File: config.mk
export PLATFORM = sky130hd
export DESIGN_NAME = pipe_stage_skid_flat
export DESIGN_NICKNAME = d
export VERILOG_FILES = /design/src/rtl/pipe_stage_skid_if.sv /design/src/rtl/pipe_stage_skid.sv /design/src/flat_wrapper.sv
export SDC_FILE = /design/constraint.sdc
export NUM_CORES = 1
export LEC_CHECK = 0
export CAP_MARGIN = 30
export CORE_ASPECT_RATIO = 0.75
export CORE_MARGIN = 8
export CORE_UTILIZATION = 49
export DETAILED_ROUTE_END_ITERATION = 7
export MAX_ROUTING_LAYER = met4
export PLACE_DENSITY_LB_ADDON = 0.05
export SYNTH_ARGS = -nofsm -noshare
export SYNTH_HDL_FRONTEND = slang
export SYNTH_SLANG_ARGS = --single-unit
File: constraint.sdc
create_clock -name clk_i -period 1.5 [get_ports clk_i]
set_input_delay 0.3 -clock clk_i [delete_from_list [all_inputs] [get_ports clk_i]]
set_output_delay 0.3 -clock clk_i [all_outputs]
set_load 0.005 [all_outputs]
File: src/rtl/pipe_stage_skid_if.sv
// Valid/ready handshake bundle carrying a clearable control field and a
// datapath field between pipeline stages.
interface pipe_stage_skid_if #(
    parameter int CTRL_W = 16,
    parameter int DATA_W = 64
);
    logic              valid;
    logic              ready;
    logic [CTRL_W-1:0] ctrl;
    logic [DATA_W-1:0] data;

    modport master (output valid, output ctrl, output data, input ready);
    modport slave  (input valid, input ctrl, input data, output ready);
endinterface

File: src/rtl/pipe_stage_skid.sv
// Pipeline stage register with valid/ready handshake and flush. SKID=1 adds a
// second entry so in_ready is a flop; SKID=0 is a single register.
//
//   state | meaning (SKID=1, occupancy_o = state)
//   EMPTY | nothing held, ready to accept
//   BUSY  | head valid in main register, skid free
//   FULL  | main and skid both valid, input blocked
module pipe_stage_skid #(
    parameter int DATA_W = 64,
    parameter int CTRL_W = 16,
    parameter bit SKID   = 1'b1
) (
    input  logic              clk_i,
    input  logic              rst_ni,
    input  logic              flush_i,
    pipe_stage_skid_if.slave  in_i,
    pipe_stage_skid_if.master out_o,
    output logic [1:0]        occupancy_o
);

    logic [CTRL_W-1:0] main_ctrl_q;
    logic [DATA_W-1:0] main_data_q;
    logic              head_valid;

    if (SKID) begin : g_skid
        typedef enum logic [1:0] {
            EMPTY = 2'd0,
            BUSY  = 2'd1,
            FULL  = 2'd2
        } state_e;

        state_e            state_q;
        logic              ready_q;
        logic [CTRL_W-1:0] skid_ctrl_q;
        logic [DATA_W-1:0] skid_data_q;
        logic              in_fire;
        logic              out_fire;

        assign in_fire  = in_i.valid & ready_q;
        assign out_fire = head_valid & out_o.ready;

        always_ff @(posedge clk_i) begin
            if (!rst_ni) begin
                state_q     <= EMPTY;
                ready_q     <= 1'b1;
                main_ctrl_q <= '0;
                main_data_q <= '0;
                skid_ctrl_q <= '0;
                skid_data_q <= '0;
            end else if (flush_i) begin
                // data registers keep their value; only ctrl must be scrubbed
                state_q     <= EMPTY;
                ready_q     <= 1'b1;
                main_ctrl_q <= '0;
                skid_ctrl_q <= '0;
            end else begin
                case (state_q)
                    EMPTY: begin
                        if (in_fire) begin
                            state_q     <= BUSY;
                            main_ctrl_q <= in_i.ctrl;
                            main_data_q <= in_i.data;
                        end
                    end
                    BUSY: begin
                        if (in_fire && out_fire) begin
                            main_ctrl_q <= in_i.ctrl;
                            main_data_q <= in_i.data;
                        end else if (in_fire) begin
                            state_q     <= FULL;
                            ready_q     <= 1'b0;
                            skid_ctrl_q <= in_i.ctrl;
                            skid_data_q <= in_i.data;
                        end else if (out_fire) begin
                            state_q <= EMPTY;
                        end
                    end
                    FULL: begin
                        if (out_fire) begin
                            state_q     <= BUSY;
                            ready_q     <= 1'b1;
                            main_ctrl_q <= skid_ctrl_q;
                            main_data_q <= skid_data_q;
                        end
                    end
                    default: begin
                        state_q <= EMPTY;
                        ready_q <= 1'b1;
                    end
                endcase
            end
        end

        assign head_valid  = (state_q != EMPTY);
        assign in_i.ready  = ready_q;
        assign occupancy_o = state_q;
    end else begin : g_single
        logic valid_q;
        logic in_ready;
        logic in_fire;
        logic out_fire;

        assign in_ready = !valid_q | out_o.ready;
        assign in_fire  = in_i.valid & in_ready;
        assign out_fire = valid_q & out_o.ready;

        always_ff @(posedge clk_i) begin
            if (!rst_ni) begin
                valid_q     <= 1'b0;
                main_ctrl_q <= '0;
                main_data_q <= '0;
            end else if (flush_i) begin
                valid_q     <= 1'b0;
                main_ctrl_q <= '0;
            end else if (in_fire) begin
                valid_q     <= 1'b1;
                main_ctrl_q <= in_i.ctrl;
                main_data_q <= in_i.data;
            end else if (out_fire) begin
                valid_q <= 1'b0;
            end
        end

        assign head_valid  = valid_q;
        assign in_i.ready  = in_ready;
        assign occupancy_o = {1'b0, valid_q};
    end

    // a bubble must never carry reg_write/mem_write downstream
    assign out_o.valid = head_valid;
    assign out_o.ctrl  = head_valid ? main_ctrl_q : '0;
    assign out_o.data  = main_data_q;

endmodule
File: src/flat_wrapper.sv
// flat-port wrapper written by rule: the top's interface ports become plain ports
module pipe_stage_skid_flat 
#(
    parameter int DATA_W = 64,
    parameter int CTRL_W = 16,
    parameter bit SKID   = 1'b1
)
  (clk_i, rst_ni, flush_i, occupancy_o, in_i_valid, in_i_ctrl, in_i_data, in_i_ready, out_o_valid, out_o_ctrl, out_o_data, out_o_ready);
  pipe_stage_skid_if #(.CTRL_W(CTRL_W), .DATA_W(DATA_W)) in_i_i ();
  pipe_stage_skid_if #(.CTRL_W(CTRL_W), .DATA_W(DATA_W)) out_o_i ();
  input  logic clk_i;
  input  logic rst_ni;
  input  logic flush_i;
  output logic [1:0] occupancy_o;
  input wire logic [$bits(in_i_i.valid)-1:0] in_i_valid;
  input wire logic [$bits(in_i_i.ctrl)-1:0] in_i_ctrl;
  input wire logic [$bits(in_i_i.data)-1:0] in_i_data;
  output wire logic [$bits(in_i_i.ready)-1:0] in_i_ready;
  output wire logic [$bits(out_o_i.valid)-1:0] out_o_valid;
  output wire logic [$bits(out_o_i.ctrl)-1:0] out_o_ctrl;
  output wire logic [$bits(out_o_i.data)-1:0] out_o_data;
  input wire logic [$bits(out_o_i.ready)-1:0] out_o_ready;
  assign in_i_i.valid = in_i_valid;
  assign in_i_i.ctrl = in_i_ctrl;
  assign in_i_i.data = in_i_data;
  assign in_i_ready = in_i_i.ready;
  assign out_o_valid = out_o_i.valid;
  assign out_o_ctrl = out_o_i.ctrl;
  assign out_o_data = out_o_i.data;
  assign out_o_i.ready = out_o_ready;
  pipe_stage_skid #(.DATA_W(DATA_W), .CTRL_W(CTRL_W), .SKID(SKID)) u_core (.clk_i(clk_i), .rst_ni(rst_ni), .flush_i(flush_i), .in_i(in_i_i), .out_o(out_o_i), .occupancy_o(occupancy_o));
endmodule
==> summary.txt, run 1 <==
Critical path
  • Worst R2R Path Depth: 9
  • Reg-to-reg startpoint: u_core.occupancy_o[0]
  • Kind of start point of the critical path: register
  • CP Max Fanout: 7
  • Worst EP required: ~1.8 ns
  • Worst Path Arrival: a little over 2 ns
  • WS Path Type: register to register
  • R2R Setup Slk: -0.23 ns
  • Worst Setup End Kind: register
  • Reg-to-reg endpoint: u_core.out_o.data[37]

CTS
  • H-tree Lvls: 4
  • Number of CTS-inserted buffers: 17
  • # clock sinks: 163
  • CTS clk-pin slew, worst paths: around 0.070 ns
  • CTS tree: done
  • Root buffer cell: clkbuf_16
  • Worst-case clock buffer depth: 2
  • Clock Latency Late Sink: about 0.43 ns

Worst hold path
  • Hold path cells: 2
  • Worst hold path endpoint: u_core.out_o.data[41]
  • Hold/Removal Path Class: input pin to register
  • Worst hold start: rst_ni

Layout
  • Finished Layout Cells: roughly 1,200
  • Fraction of layout cells with a size suffix above 1: between 20% and 30%
  • Most common cell after layout, fill and taps aside: dfxtp_1
  • Layout Nets: 1,121
  • Most frequent cells in the layout: dfxtp_1 (153), nor2_1 (143), nand3_1 (84), nand2_1 (84), clkdlybuf4s50_1 (81)
  • Area delta synth->final: 62.5%

Logic synthesis
  • Top-area cell type share of the netlist area: between 40% and 50%
  • Area leader, netlist: dfxtp_1
  • Fraction of registers with async set/reset: 0%
  • Post-Synthesis Cells: 824
  • Main flop type after synthesis: dfxtp_1
  • Sequential share of the synthesized area: roughly 48%
  • Ys Warns: 0
  • Unique masters post-synth: 34
  • Syn Area/Cell: 8.32 sq um
  • Post-synth EDFFs: 0
  • #FFs+latches synth: around 160
  • Syn Nets: between 900 and 1,000
  • Area contributors post-synth: dfxtp_1 (48%), nand3_1 (9.3%), o211a_1 (9.3%)
  • Synthesized area: between 6000 and 7000 sq um

Global route
  • Total Routing Usage GR: a little over a quarter
  • Grt total ovfl: 0
  • Vias in the first global route: slightly above 7,000
  • Largest net degree at the start of global routing: 67
  • Global-route wire length before repair: 37.7 mm
  • Initial antenna violation count: 1

Drt
  • Per-cell routed wire length: ~21 um
  • Final WL: between 20 and 30 mm
  • DRC: 0
  • Remaining antenna violation count: 0
  • 1st-iter DRT viols: roughly 660
  • Vias per cell: between 5 and 6
  • Initial DRT Pass Iterations: 7
  • Vias: 7,217

Timing
  • Final setup vio count: 177
  • Worst-Margin Slew: 0.330 ns
  • Final Max Slew Viols: 0
  • Setup ws final: -0.234 ns
  • Final Cycle Share: 116%
  • Clk_skew: approximately 0.0094 ns
  • Fin crit period: 1.73 ns
  • Fmax: between 0.5 and 0.6 GHz
  • RSZ-0062 raised after global routing: true
  • Slew HR: roughly four fifths
  • Final Hold Viols: 0

Power and ir drop
  • Total Power: ~12,000 uW
  • Leak: around 0.0055 uW
  • Cell Pwr Density: 1030 nW/um^2
  • Peak VDD IR: between 0.8 and 0.9 mV

Flow run
  • MaxCap Viol Count: 0

Placement
  • Number of port buffers: 168
  • Placed wire-length estimate: roughly 13 mm
  • RD Place Congestion: between 0.7 and 0.8
  • Dpl cells: approximately 1,100

Floorplan
  • Die Width: 153 um
  • Initial core utilization: 50.0%
  • Row cnt: 37
  • Core footprint: 13,700 sq um
  • DIE AREA: 18,100 sq um
  • I/O Pins: about 170
  • Die Y: 118 um

Status
  • Failing checks: setup timing
  • Status: complete, but fails checks
[cell families (layout without fill, tap and decap cells)]
group / count (synthesis) / in the layout / share of synthesized area (%)
AO/OA/AOI/OAI: 166 / 166 / 17.9
XOR/XNOR: 1 / 1 / 0.128
buffers and inverters: 77 / 301 / 6.15
flip-flops: 163 / 163 / 47.6
multiplexers: 16 / 16 / 2.34
other: 0 / 1 / 0
AND/OR/NAND/NOR: 401 / 402 / 25.9
[cell usage after synthesis, drive strengths merged, types with 2 or more instances]
cell	number
nor2b	18
buf	47
inv	2
nand3	128
nor2	148
o211a	64
dfxtp	163
a211oi	16
a21oi	18
nand2	98
nor3	2
nand2b	3
o21ai	64
mux2i	16
clkbuf	28
[power breakdown]
part	leakage [uW]	internal [uW]	switching, uW
sequential	0.00133	4490	95.1
combinational	0.00387	870	699
clock	0.000344	3510	1840
[routing by layer]
metal  global-route usage, %  vias up  part of all wire (%)
li1                        -     3270                     -
met1                    29.5     3539                    40
met2                    44.1      330                    50
met3                    6.81       78                   7.4
met4                    12.1        0                   3.1
met5                       -        -                     0
[registers in the layout, summed over array words and instances, names as in the netlist]
signal and flops:
u_core.g_skid.skid_data_q 64, u_core.out_o.data 64, u_core.g_skid.skid_ctrl_q 16, u_core.main_ctrl_q 16, u_core.occupancy_o 2, u_core.in_i.ready 1
[metrics by stage]
stage | setup WS (ns) | utilization, % | hold WS, ns | cell area, sq um | TNS [ns]
finish | -0.234 | 81.3 | 0.240 | 11100 | -24.38
global route | -0.268 | 81.3 | 0.236 | 11100 | -32.27
CTS | -0.213 | 78.4 | 0.227 | 10700 | -19.09
detailed placement | -0.523 | 64.9 | 0.442 | 8890 | -75.08
global placement | -0.482 | 64.9 | 0.436 | 8890 | -71.51
floorplan | 0.0669 | - | 0.430 | 6860 | 0
[worst max path at each step]
stage / startpoint / to / slack (ns) / depth (start not counted)
6_report: u_core.occupancy_o[0] / u_core.out_o.data[37] / -0.23 / 9
5_1_grt: u_core.occupancy_o[1] / out_o_ctrl[14] / -0.27 / 5
4_1_cts: u_core.occupancy_o[1] / out_o_ctrl[10] / -0.21 / 6
3_5_place_dp: out_o_ready / u_core.out_o.data[4] / -0.52 / 6
3_3_place_gp: out_o_ready / u_core.out_o.data[6] / -0.48 / 6
2_1_floorplan: u_core.occupancy_o[0] / u_core.g_skid.skid_data_q[0] / 0.07 / 6
[what timing repair did]
| item | 4_1_cts | 5_1_grt |
|---|---|---|
| resized for setup | 272 | 88 |
| hold buffers | 0 | 0 |
| setup endpoints to repair | 222 | 178 |
| gates cloned | 17 | 9 |
| pin swaps | 62 | 19 |
| buffers inserted | 29 | 11 |
[worst max-delay path, cell delays in order (launching register included)]
cell,delay [ns]
dfxtp_4,0.38
buf_6,0.12
buf_6,0.11
nand4bb_4,0.14
o31ai_4,0.09
buf_12,0.17
buf_12,0.14
clkbuf_16,0.16
buf_6,0.11
o211a_1,0.21
[final cells by class]
class / count / area (sq um)
Clock inverter: 13 / 278
Multi-Input combinational cell: 585 / 3740
Fill cell: 866 / 2560
Antenna cell: 1 / 2.50
Tap cell: 175 / 219
Sequential cell: 163 / 3280
Clock buffer: 19 / 443
Timing Repair Buffer: 267 / 3180
Inverter: 2 / 7.51
(Power assumes the default switching activity.)
==> inputs of run 2 (changes only) <==
--- a/config.mk
+++ b/config.mk
@@ -12,6 +12,7 @@
 export DETAILED_ROUTE_END_ITERATION = 7
 export MAX_ROUTING_LAYER = met4
 export PLACE_DENSITY_LB_ADDON = 0.05
+export SKIP_LAST_GASP = 1
 export SYNTH_ARGS = -nofsm -noshare
 export SYNTH_HDL_FRONTEND = slang
 export SYNTH_SLANG_ARGS = --single-unit
==> run 2 against run 1 <==
- the run still ends with setup timing left
- sequential power is essentially flat
- count of clock-buffer cells in the layout did not move
- largest cell class unchanged
- core utilization increased by 2.9 points
- combinational power up 7%
- routed wire length rose by 4.1%
- critical path type is now register to output port
==> summary.txt, run 2 (synthesis gave the netlist of run 1 again) <==
Status
  • Status: complete, but fails checks
  • Failing checks: setup timing

Critical path
  • Crit path capture: out_o_ctrl[10]
  • Kind of start point of the critical path: register
  • Reg-to-reg endpoint: u_core.out_o.data[29]
  • Worst Setup SP: u_core.occupancy_o[0]
  • Worst EP required: 1.20 ns (-0.62 ns)
  • Worst Path Arrival: 1.46 ns (-0.60 ns)
  • R2R Setup Slk: -0.21 ns (+0.02 ns)
  • Worst Setup End Kind: output port
  • CP Max Fanout: 6 (-1)
  • WS Path Type: register to output port
  • Worst R2R Path Depth: 9 (unchanged)
  • Reg-to-reg startpoint: u_core.occupancy_o[0]

CTS
  • Clock Latency Late Sink: 0.43 ns (about the same)
  • Worst-case clock buffer depth: 2 (unchanged)
  • Root buffer cell: clkbuf_16
  • CTS clk-pin slew, worst paths: 0.07 ns (about the same)
  • H-tree Lvls: 4 (unchanged)
  • CTS tree: done
  • # clock sinks: 163 (unchanged)
  • Number of CTS-inserted buffers: 17 (unchanged)
  • Hold-fix buffers, CTS: 0 (unchanged)

Drt
  • Vias: 7,280 (+0.87%)
  • Vias per cell: 5.94 (+0.79%)
  • Per-cell routed wire length: 21.9 um (+4.0%)
  • Final WL: 26.8 mm (+4.1%)
  • DRC: 0 (unchanged)
  • 1st-iter DRT viols: 731 (+11%)
  • Initial DRT Pass Iterations: 5 (-2)
  • Remaining antenna violation count: 0 (unchanged)

Floorplan
  • Initial core utilization: 50.0% (unchanged)
  • Row cnt: 37 (unchanged)
  • Core footprint: 13,700 sq um (unchanged)
  • Die Y: 118 um (unchanged)
  • DIE AREA: 18,100 sq um (unchanged)
  • Die Width: 153 um (unchanged)
  • I/O Pins: 169 (unchanged)

Placement
  • Number of port buffers: 168 (unchanged)
  • Placed wire-length estimate: 12.7 mm (unchanged)
  • Post-place instance area: 8890 sq um (unchanged)
  • Placement Setup Slack: -0.523 ns (unchanged)
  • RD Place Congestion: 0.794 (unchanged)

Timing
  • Fin crit period: 1.76 ns (+0.0281 ns)
  • Final Hold Viols: 0 (unchanged)
  • Final setup vio count: 178 (+0.56%)
  • RSZ-0062 raised after global routing: true
  • Slew HR: 77.4% (-0.65 points)
  • Worst-Margin Slew: 0.340 ns (+0.00977 ns)
  • Fmax: 0.568 GHz (-1.6%)
  • Fin Hold WS: 0.254 ns (+0.0141 ns)
  • Setup ws final: -0.262 ns (-0.0281 ns)
  • Clk_skew: 0.00748 ns (-0.00195 ns)
  • Final Cycle Share: 117% (+1.9 points)
  • Final Max Slew Viols: 0 (unchanged)
  • Setup TNS: -24.68 ns (-0.303 ns)

Global route
  • Vias in the first global route: 7,186 (-0.68%)
  • Global-route wire length before repair: 37.6 mm (-0.42%)
  • Largest net degree at the start of global routing: 67 (unchanged)
  • Total Routing Usage GR: 26.3% (-0.17 points)
  • Initial antenna violation count: 1 (unchanged)
  • Grt total ovfl: 0 (unchanged)

Worst hold path
  • Hold/Removal Path Class: input pin to register
  • Hold path cells: 2 (unchanged)

Layout
  • Most common cell after layout, fill and taps aside: dfxtp_1
  • Layout Nets: 1,122 (+0.089%)
  • # fillers: 767 (-11%)
  • Fraction of layout cells with a size suffix above 1: 35.1% (+7.4 points)
  • Area delta synth->final: 68.3%
  • Most frequent cells in the layout: dfxtp_1 (153), nor2_1 (135), clkdlybuf4s50_1 (81)
  • Final instance area: 11,500 sq um (+3.6%)

Flow run
  • MaxCap Viol Count: 0 (unchanged)

Power and ir drop
  • Leak: 0.00567 uW (+2.3%)
  • Peak VDD IR: 0.969 mV (+17%)
  • Cell Pwr Density: 1010 nW/um^2 (-2.5%)
run 2: changes by cell type in the layout (fill, tap and decap cells not counted), sizes merged:
cell | before | now
buf | 111 | 110
clkbuf | 27 | 29
run 2: power breakdown:
group / switching (uW) / internal, uW / total [uW]
logic: 781 / 896 / 1680
registers: 102 / 4490 / 4590
clock network: 1840 / 3510 / 5350
total: 2720 / 8900 / 11600
run 2: worst min path at each step:
stage | startpoint | endpoint | slack [ns]
detailed placement | u_core.g_skid.skid_data_q[59] | u_core.g_skid.skid_data_q[59] | 0.44
CTS | rst_ni | u_core.out_o.data[41] | 0.23
floorplan | u_core.g_skid.skid_data_q[0] | u_core.g_skid.skid_data_q[0] | 0.43
global route | rst_ni | u_core.out_o.data[36] | 0.24
finish | rst_ni | u_core.out_o.data[36] | 0.25
global placement | u_core.g_skid.skid_data_q[35] | u_core.g_skid.skid_data_q[35] | 0.44
run 2: per-layer routing:
layer	global-route usage (%)	up-vias	routed length, um
li1	-	3279	-
met1	29.4	3574	10700
met2	44.2	340	13400
met3	6.26	87	1790
met4	11.9	0	954
met5	-	-	0
run 2: timing repair:
action	CTS	global route
pin swaps	47	129
setup buffers	29	15
cloned	17	9
endpoints found under the setup margin	222	178
gates resized for setup	223	241
run 2: cell type report:
class	instances	area [sq um]	share of cell area [%]
well taps	175	219	1.90
multi-input cells	585	4200	36.3
clock buffers	19	443	3.84
diodes	1	2.50	0.0217
flip-flops and latches	163	3280	28.4
clock inverters	13	278	2.41
inverters	2	7.51	0.0650
repair buffers	268	3120	27.0
run 2: worst max-delay path, stage by stage (launching register included):
cell and delay (ns):
dfxtp_4 0.38, nor2_4 0.04, buf_6 0.13, buf_12 0.13, buf_4 0.14, nor2b_4 0.09
buf_2 0.11
run 2: metrics by stage:
step	total power, uW	cells	utilization, %
after floorplan	5150	824	-
after CTS	11300	1214	78.2
final	11600	1226	84.2
after global placement	5820	1136	64.9
after global routing	11900	1226	84.2
after detailed placement	5860	1136	64.9
